--- src/rtl/snn_params_pkg.sv ---
// ============================================================================
//  Module   : snn_params_pkg
//  Purpose  : Shared SNN parameter-bank defaults and readback FSM encoding.
//  Revision : 1.0
// ============================================================================
`default_nettype none

package snn_params_pkg;

    localparam int DEFAULT_NUM_PARAMS = 4;
    localparam int DEFAULT_DATA_W     = 8;
    localparam int DEFAULT_ADDR_W     = 2;

    typedef enum logic [1:0] {
        ST_IDLE         = 2'd0,
        ST_FETCH        = 2'd1,
        ST_PRESENT      = 2'd2,
        ST_WAIT_RELEASE = 2'd3
    } rb_state_t;

endpackage

`default_nettype wire

--- src/rtl/param_readback_cu.sv ---
// ============================================================================
//  Module   : param_readback_cu
//  Purpose  : Walks the parameter bank and streams each word to the host.
//  Revision : 1.0
// ============================================================================
`default_nettype none

module param_readback_cu
    import snn_params_pkg::*;
#(
    parameter int NUM_PARAMS = DEFAULT_NUM_PARAMS,
    parameter int DATA_W     = DEFAULT_DATA_W,
    parameter int ADDR_W     = DEFAULT_ADDR_W
) (
    input  logic              clk,
    input  logic              rst_n,
    input  logic              enable,
    input  logic              read_params,
    output logic [ADDR_W-1:0] param_addr,
    input  logic [DATA_W-1:0] param_data,
    output logic [DATA_W-1:0] dout,
    output logic              dout_valid,
    input  logic              dout_ready,
    output logic              busy,
    output logic              done
);

    localparam logic [ADDR_W-1:0] C_LAST_ADDR = ADDR_W'(NUM_PARAMS - 1);

    rb_state_t r_state;
    logic      r_done;
    logic      w_handshake;

    assign w_handshake = dout_valid & dout_ready;
    assign busy        = (r_state != ST_IDLE);
    // A stale pulse must never leak out while the unit is frozen.
    assign done        = r_done & enable;

    always_ff @(posedge clk or negedge rst_n) begin
        if (!rst_n) begin
            r_state    <= ST_IDLE;
            param_addr <= '0;
            dout       <= '0;
            dout_valid <= 1'b0;
            r_done     <= 1'b0;
        end else if (!enable) begin
            r_done <= 1'b0;
        end else begin
            r_done <= 1'b0;
            case (r_state)
                ST_IDLE: begin
                    if (read_params) begin
                        param_addr <= '0;
                        r_state    <= ST_FETCH;
                    end
                end
                ST_FETCH: begin
                    dout       <= param_data;
                    dout_valid <= 1'b1;
                    r_state    <= ST_PRESENT;
                end
                ST_PRESENT: begin
                    if (w_handshake) begin
                        dout_valid <= 1'b0;
                        if (param_addr == C_LAST_ADDR) begin
                            r_done  <= 1'b1;
                            r_state <= ST_WAIT_RELEASE;
                        end else begin
                            param_addr <= param_addr + ADDR_W'(1);
                            r_state    <= ST_FETCH;
                        end
                    end
                end
                ST_WAIT_RELEASE: begin
                    // A held request must drop before another sequence can start.
                    if (!read_params) begin
                        param_addr <= '0;
                        r_state    <= ST_IDLE;
                    end
                end
                default: begin
                    r_state <= ST_IDLE;
                end
            endcase
        end
    end

endmodule

`default_nettype wire
--- config.mk ---
export PLATFORM = sky130hd
export DESIGN_NAME = param_readback_cu
export DESIGN_NICKNAME = d
export VERILOG_FILES = /design/src/rtl/snn_params_pkg.sv /design/src/rtl/param_readback_cu.sv
export SDC_FILE = /design/constraint.sdc
export NUM_CORES = 1
export LEC_CHECK = 0
export CORE_UTILIZATION = 45
export CTS_BUF_LIST = sky130_fd_sc_hd__clkbuf_8
export CTS_CLUSTER_SIZE = 10
export DETAILED_ROUTE_END_ITERATION = 10
export GPL_ROUTABILITY_DRIVEN = 0
export PLACE_DENSITY = 0.81
export SLEW_MARGIN = 20
export SYNTH_ARGS = -nofsm -noshare
export SYNTH_HDL_FRONTEND = slang
export SYNTH_SLANG_ARGS = --single-unit
--- constraint.sdc ---
create_clock -name clk -period 1.5 [get_ports clk]
set_clock_uncertainty 0.1 [all_clocks]
set_input_delay 0.225 -clock clk [delete_from_list [all_inputs] [get_ports clk]]
set_output_delay 0.225 -clock clk [all_outputs]
set_load 0.01 [all_outputs]
==> reports/summary.txt, run 1 <==
diode count -> 0
largest net degree at the start of global routing -> 15
Filler cells -> 98
routed len/inst -> 13.9 um
via-per-instance ratio -> 5.36
share of post-route cells with drive strength above 1 -> 31.8%
Final Cycle Share -> 96.5%
Starting DRT DRC Count -> 5
Max FO, Critical Path -> 2
outcome -> complete, no violations
multi-input logic area -> 344 um^2
GRT Max-Usage Layer -> met2
post-synth top area cell -> dfrtp_1
Residual DRC -> 0
Die Y-Extent -> 41.5 um
Root Driver -> clkbuf_8
Post-DP HPWL -> 981 um
DRT Pass-1 Iters -> 4
met1 GRT Util -> 22.7%
Mapped Cells -> 57
Max stage delay on crit path -> 0.54 ns
met2 Use GR -> 31.9%
Initial Util -> 50.9%
CP Data Required Time -> 1.17 ns
sequential area share after synthesis -> 49.8%
syn avg cell area -> 12.3 um^2
post-synthesis instance area -> 703 um^2
FF/Latch Area -> 350 um^2
# Max-Cap Violations -> 0
CORE AREA -> 1380 um^2
IO Port Bufs -> 25
pwr dens -> 1920 nW/um^2
met3 Usage GRT -> 4.78%
Synth Flop Type -> dfrtp_1
Final Hold Fails -> 0
Vias -> 552
tightest hold margin -> 0.190 ns
Routed Wire Length -> 1430 um
critical path class -> reg2out
CTS tree -> built
Final Net Count -> 103
top achievable clock speed -> 0.691 GHz
initial antenna violation count -> 0
die area -> 1720 um^2
EDFF count, synth -> 0
Setup crit start kind -> flop
max-slew violations -> 0
Async SR Flop Fraction -> 100%
dpl cells -> 98
area delta synth->final -> 51.6%
ANT nets after route -> 0
syn nets -> 71
Crit path depth -> 1
clock-pin slew on the worst setup and hold paths -> 0.06 ns
Total Power -> 0.00205 W
WP data arrival -> 1.12 ns
Final Setup Violations -> 0
first-pass GRT wire length -> 2500 um
Post-Layout Cell Count -> 103
worst vdd rail ir drop -> 0.00111 V
worst min path class -> in2async
CTS HTree Levels -> 1
CP max stage cell -> clkdlybuf4s50_1
Synth top area share -> 49.8%
Die Wd -> 41.5 um
cts bufs inserted -> 3
Register-to-Register Path Depth -> 4
setup TNS -> 0 ns
Netlist cell types -> 26
Tmin final -> 1.45 ns
Top Family by Delay on Critical Path -> buffers and inverters
top cells by area, synth -> dfrtp_1 (50%), mux2_2 (13%), o31ai_4 (3.0%)
Pleak -> 0.507 nW
flop2flop setup slack -> 0.07 ns
I/O pins -> 26
worst-skew pair later-pin latency -> 0.24 ns
cells along the critical path -> clkdlybuf4s50_1
normalized max-slew margin -> 82.9%
Critical Path End Type -> output pin
Hold Buf Count CTS -> 0
Synthesis Warnings -> 0
vias in the first global route -> 572
Clock Path Buffers -> 2
Overflow after GRT -> 0
gr usage total -> 19.1%
WP buf/inv -> 1
Seq cells post-synth -> 14
clock sinks -> 14
Worst-Margin Slew -> 0.257 ns
cell row count -> 13
-- cells by family after synthesis --
family | Yosys count | synth area share [%]
AOI/OAI and AO/OA | 7 | 9.43
adders and majority gates | 1 | 1.78
and+or+nand+nor | 20 | 20.3
xor gates and xnor gates | 1 | 1.25
buffers and inverters | 6 | 4.63
DFF | 14 | 49.8
muxes | 8 | 12.8
-- Yosys cell counts (all sizes together), types with 2 or more instances --
cell type  count
mux2           8
nand3          3
o221ai         2
inv            3
nor3           2
nand3b         2
nor2b          2
nand2          2
nor2           2
buf            3
dfrtp         14
a21oi          2
-- report_power, final --
group | leakage (nW) | internal, W | switching, W | total (W)
Clock | 0.0288 | 0.000233 | 0.000137 | 0.000370
Sequential | 0.172 | 0.000553 | 0.0000920 | 0.000645
Combinational | 0.306 | 0.000599 | 0.000437 | 0.00104
-- final timing paths --
kind                            start       endpoint
max in group asynchronous       rst_n  param_addr[0]
min                             rst_n        dout[5]
min reg2reg                   dout[5]        dout[5]
max                           dout[4]        dout[4]
max reg2reg                r_state[0]  param_addr[0]
min in group clk              dout[5]        dout[5]
-- layer usage --
| metal | vias up | share of wire, % |
|---|---|---|
| met2 | 14 | 55 |
| met4 | 0 | 1.5 |
| met5 | - | 0 |
| met3 | 4 | 4.7 |
| li1 | 266 | - |
| met1 | 268 | 39 |
-- cells in the final DEF (no fill, tap or decap), types with 3 or more instances in the layout --
| cell type | count |
|---|---|
| clkdlybuf4s50_1 | 18 |
| dfrtp_1 | 14 |
| mux2_2 | 8 |
| buf_4 | 5 |
| clkbuf_8 | 4 |
| inv_1 | 3 |
| nand3_1 | 3 |
| dlygate4sd2_1 | 3 |
| dlymetal6s2s_1 | 3 |
-- metrics by stage --
step | area, um^2 | worst slack (ns) | utilization, %
floorplan | 703 | 0.170 | -
global placement | 981 | -0.159 | 71.0
detailed placement | 981 | -0.164 | 71.0
CTS | 1040 | 0.0172 | 75.2
global route | 1070 | -0.00352 | 77.1
finish | 1070 | 0.0531 | 77.1
-- cell type report --
cell class | count | share of cell area (%)
Inverter | 3 | 1.06
Sequential cell | 14 | 32.9
Clock buffer | 4 | 5.16
Tap cell | 15 | 1.76
Multi-Input combinational cell | 37 | 32.3
Timing Repair Buffer | 30 | 26.9
-- sequential cells by signal (all words and copies together), names as in the netlist --
signal,count
dout_valid,1
param_addr,2
r_done,1
dout,8
r_state,2
-- repair_timing --
item	4_1_cts	5_1_grt
resized for setup	5	7
endpoints found under the hold margin	0	0
setup buffers	1	0
cloned	0	0
endpoints found under the setup margin	5	6
(Power assumes the default switching activity.)
==> inputs of run 2 (changes only) <==
CTS_BUF_LIST = sky130_fd_sc_hd__clkbuf_4 sky130_fd_sc_hd__clkbuf_8   (was sky130_fd_sc_hd__clkbuf_8)
==> run 2 against run 1 <==
Utilization rose by 2.8 points; die area stayed put; critical endpoint is now param_addr[1]; non-clock buffer count is 6 higher.
==> reports/summary.txt, run 2 (synthesized netlist as in run 1, its figures left out) <==
Filler cells -> 96 (-2.0%)
Initial Util -> 50.9% (unchanged)
gr usage total -> 19.0% (-0.092 points)
Worst-Margin Slew -> 0.262 ns (+0.00461 ns)
pwr dens -> 1880 nW/um^2 (-2.2%)
tightest hold margin -> 0.149 ns (-0.0415 ns)
diode count -> 0 (unchanged)
share of post-route cells with drive strength above 1 -> 36.2% (+4.4 points)
max reg flops -> 8 (unchanged)
FF-to-FF End -> param_addr[1]
I/O pins -> 26 (unchanged)
Post-Layout Cell Count -> 109 (+5.8%)
first-pass GRT wire length -> 2530 um (+0.84%)
Tmin final -> 1.45 ns (+0.00787 ns)
largest net degree at the start of global routing -> 15 (unchanged)
vias in the first global route -> 578 (+1.0%)
Residual DRC -> 0 (unchanged)
max-slew violations -> 0 (unchanged)
ANT nets after route -> 0 (unchanged)
CORE AREA -> 1380 um^2 (unchanged)
GRT Max-Usage Layer -> met2
Register-to-Register Path Depth -> 4 (unchanged)
DRT Pass-1 Iters -> 2 (-2)
Root Driver -> clkbuf_4
Die Y-Extent -> 41.5 um (unchanged)
Max FO, Critical Path -> 3 (+1)
critical path class -> reg2reg
die area -> 1720 um^2 (unchanged)
Starting DRT DRC Count -> 2 (-3)
clock sinks -> 14 (unchanged)
WP data arrival -> 1.56 ns (+0.44 ns)
area delta synth->final -> 57.1%
Reg-to-Reg Start -> r_state[1]
post-route setup slack -> 0.0453 ns (-0.00787 ns)
IO Port Bufs -> 25 (unchanged)
Clock Path Buffers -> 2 (unchanged)
outcome -> complete, no violations
Setup crit start kind -> flop
Routed Wire Length -> 1560 um (+8.7%)
cts bufs inserted -> 3 (unchanged)
normalized max-slew margin -> 82.6% (-0.31 points)
Max stage delay on crit path -> 0.39 ns (-0.15 ns)
worst min path class -> in2async
CP max stage cell -> dfrtp_1
commonest non-fill, non-tap cell in the layout -> dfrtp_1
setup TNS -> 0 ns (unchanged)
worst slack, placed -> -0.164 ns (unchanged)
Post-DP HPWL -> 981 um (unchanged)
met3 Usage GRT -> 3.48% (-1.3 points)
met1 GRT Util -> 22.4% (-0.28 points)
met2 Use GR -> 32.8% (+0.94 points)
Vias -> 584 (+5.8%)
Final Net Count -> 109 (+5.8%)
cells along the critical path -> buf_6, and4b_4, o311a_4, o221ai_2
Pleak -> 0.534 nW (+5.3%)
Critical Path End Type -> flop
Hold Buf Count CTS -> 0 (unchanged)
CTS tree -> built
Top reg by flops -> dout
CP Data Required Time -> 1.60 ns (+0.43 ns)
FF/Latch Area -> 350 um^2 (unchanged)
Overflow after GRT -> 0 (unchanged)
multi-input logic area -> 344 um^2 (unchanged)
most frequent cells in the layout -> dfrtp_1 (14), clkdlybuf4s50_1 (12), dlygate4sd2_1 (10)
Final Hold Fails -> 0 (unchanged)
# Max-Cap Violations -> 0 (unchanged)
Final Cycle Share -> 97.0% (+0.52 points)
initial antenna violation count -> 0 (unchanged)
cell row count -> 13 (unchanged)
Die Wd -> 41.5 um (unchanged)
dpl cells -> 98 (unchanged)
largest registers -> dout x8, param_addr x2, r_state x2
RSZ-0062 raised after global routing -> true
worst vdd rail ir drop -> 0.00120 V (+8.0%)
CTS HTree Levels -> 1 (unchanged)
clock-pin slew on the worst setup and hold paths -> 0.09 ns (+0.03 ns)
via-per-instance ratio -> 5.36 (about the same)
routed len/inst -> 14.3 um (+2.7%)
top achievable clock speed -> 0.687 GHz (-0.54%)
flop2flop setup slack -> 0.05 ns (-0.02 ns)
worst-skew pair later-pin latency -> 0.28 ns (+0.04 ns)
Final Setup Violations -> 0 (unchanged)
==> run 2: critical path: cells and delay by family (launching register included) <==
family                 cells  cell delay, ns
flip-flops                 1            0.39
AO/OA/AOI/OAI              2            0.53
AND/OR/NAND/NOR            1            0.22
buffers and inverters      1            0.12
==> run 2: how the worst max path moves through the flow <==
stage	endpoint	depth (start not counted)	start
after floorplan	param_addr[0]	4	r_state[0]
after global placement	done	3	enable
after detailed placement	done	3	enable
after CTS	dout[6]	1	dout[6]
after global routing	param_addr[1]	4	r_state[1]
final	param_addr[1]	4	r_state[1]
==> run 2: repair_timing <==
action	in CTS	in global routing
pin swaps	0	3
endpoints found under the setup margin	11	4
buffers inserted	2	5
hold endpoints to repair	0	0
resized for setup	14	8
==> run 2: stage by stage <==
stage	power [W]	instance area (um^2)	util [%]
floorplan	0.00123	703	-
global placement	0.00164	981	71.0
detailed placement	0.00166	981	71.0
CTS	0.00188	1010	73.4
global route	0.00223	1100	79.9
finish	0.00208	1100	79.9
==> run 2: cell type report <==
type | count | area share [%]
inverter | 3 | 1.02
timing repair buffer | 36 | 31.1
tap | 15 | 1.70
sequential | 14 | 31.7
multi-input combinational | 37 | 31.1
clock buffer | 4 | 3.28
==> run 2: power by group <==
group | internal (W) | switching [W] | leakage [nW]
Clock | 0.000148 | 0.000128 | 0.0210
Sequential | 0.000552 | 0.0000876 | 0.172
Combinational | 0.000683 | 0.000482 | 0.341
==> run 2: layer usage <==
metal / share of wire, % / wire (um)
met4: 1.7 / 27
met2: 54 / 849
met3: 4.5 / 70
met1: 39 / 611
met5: 0 / 0
==> inputs of run 3 (changes only) <==
GPL_ROUTABILITY_DRIVEN = default   (was 0)
==> results of run 3 <==
No change in the layout: final DEF, timing and power equal those of run 2.
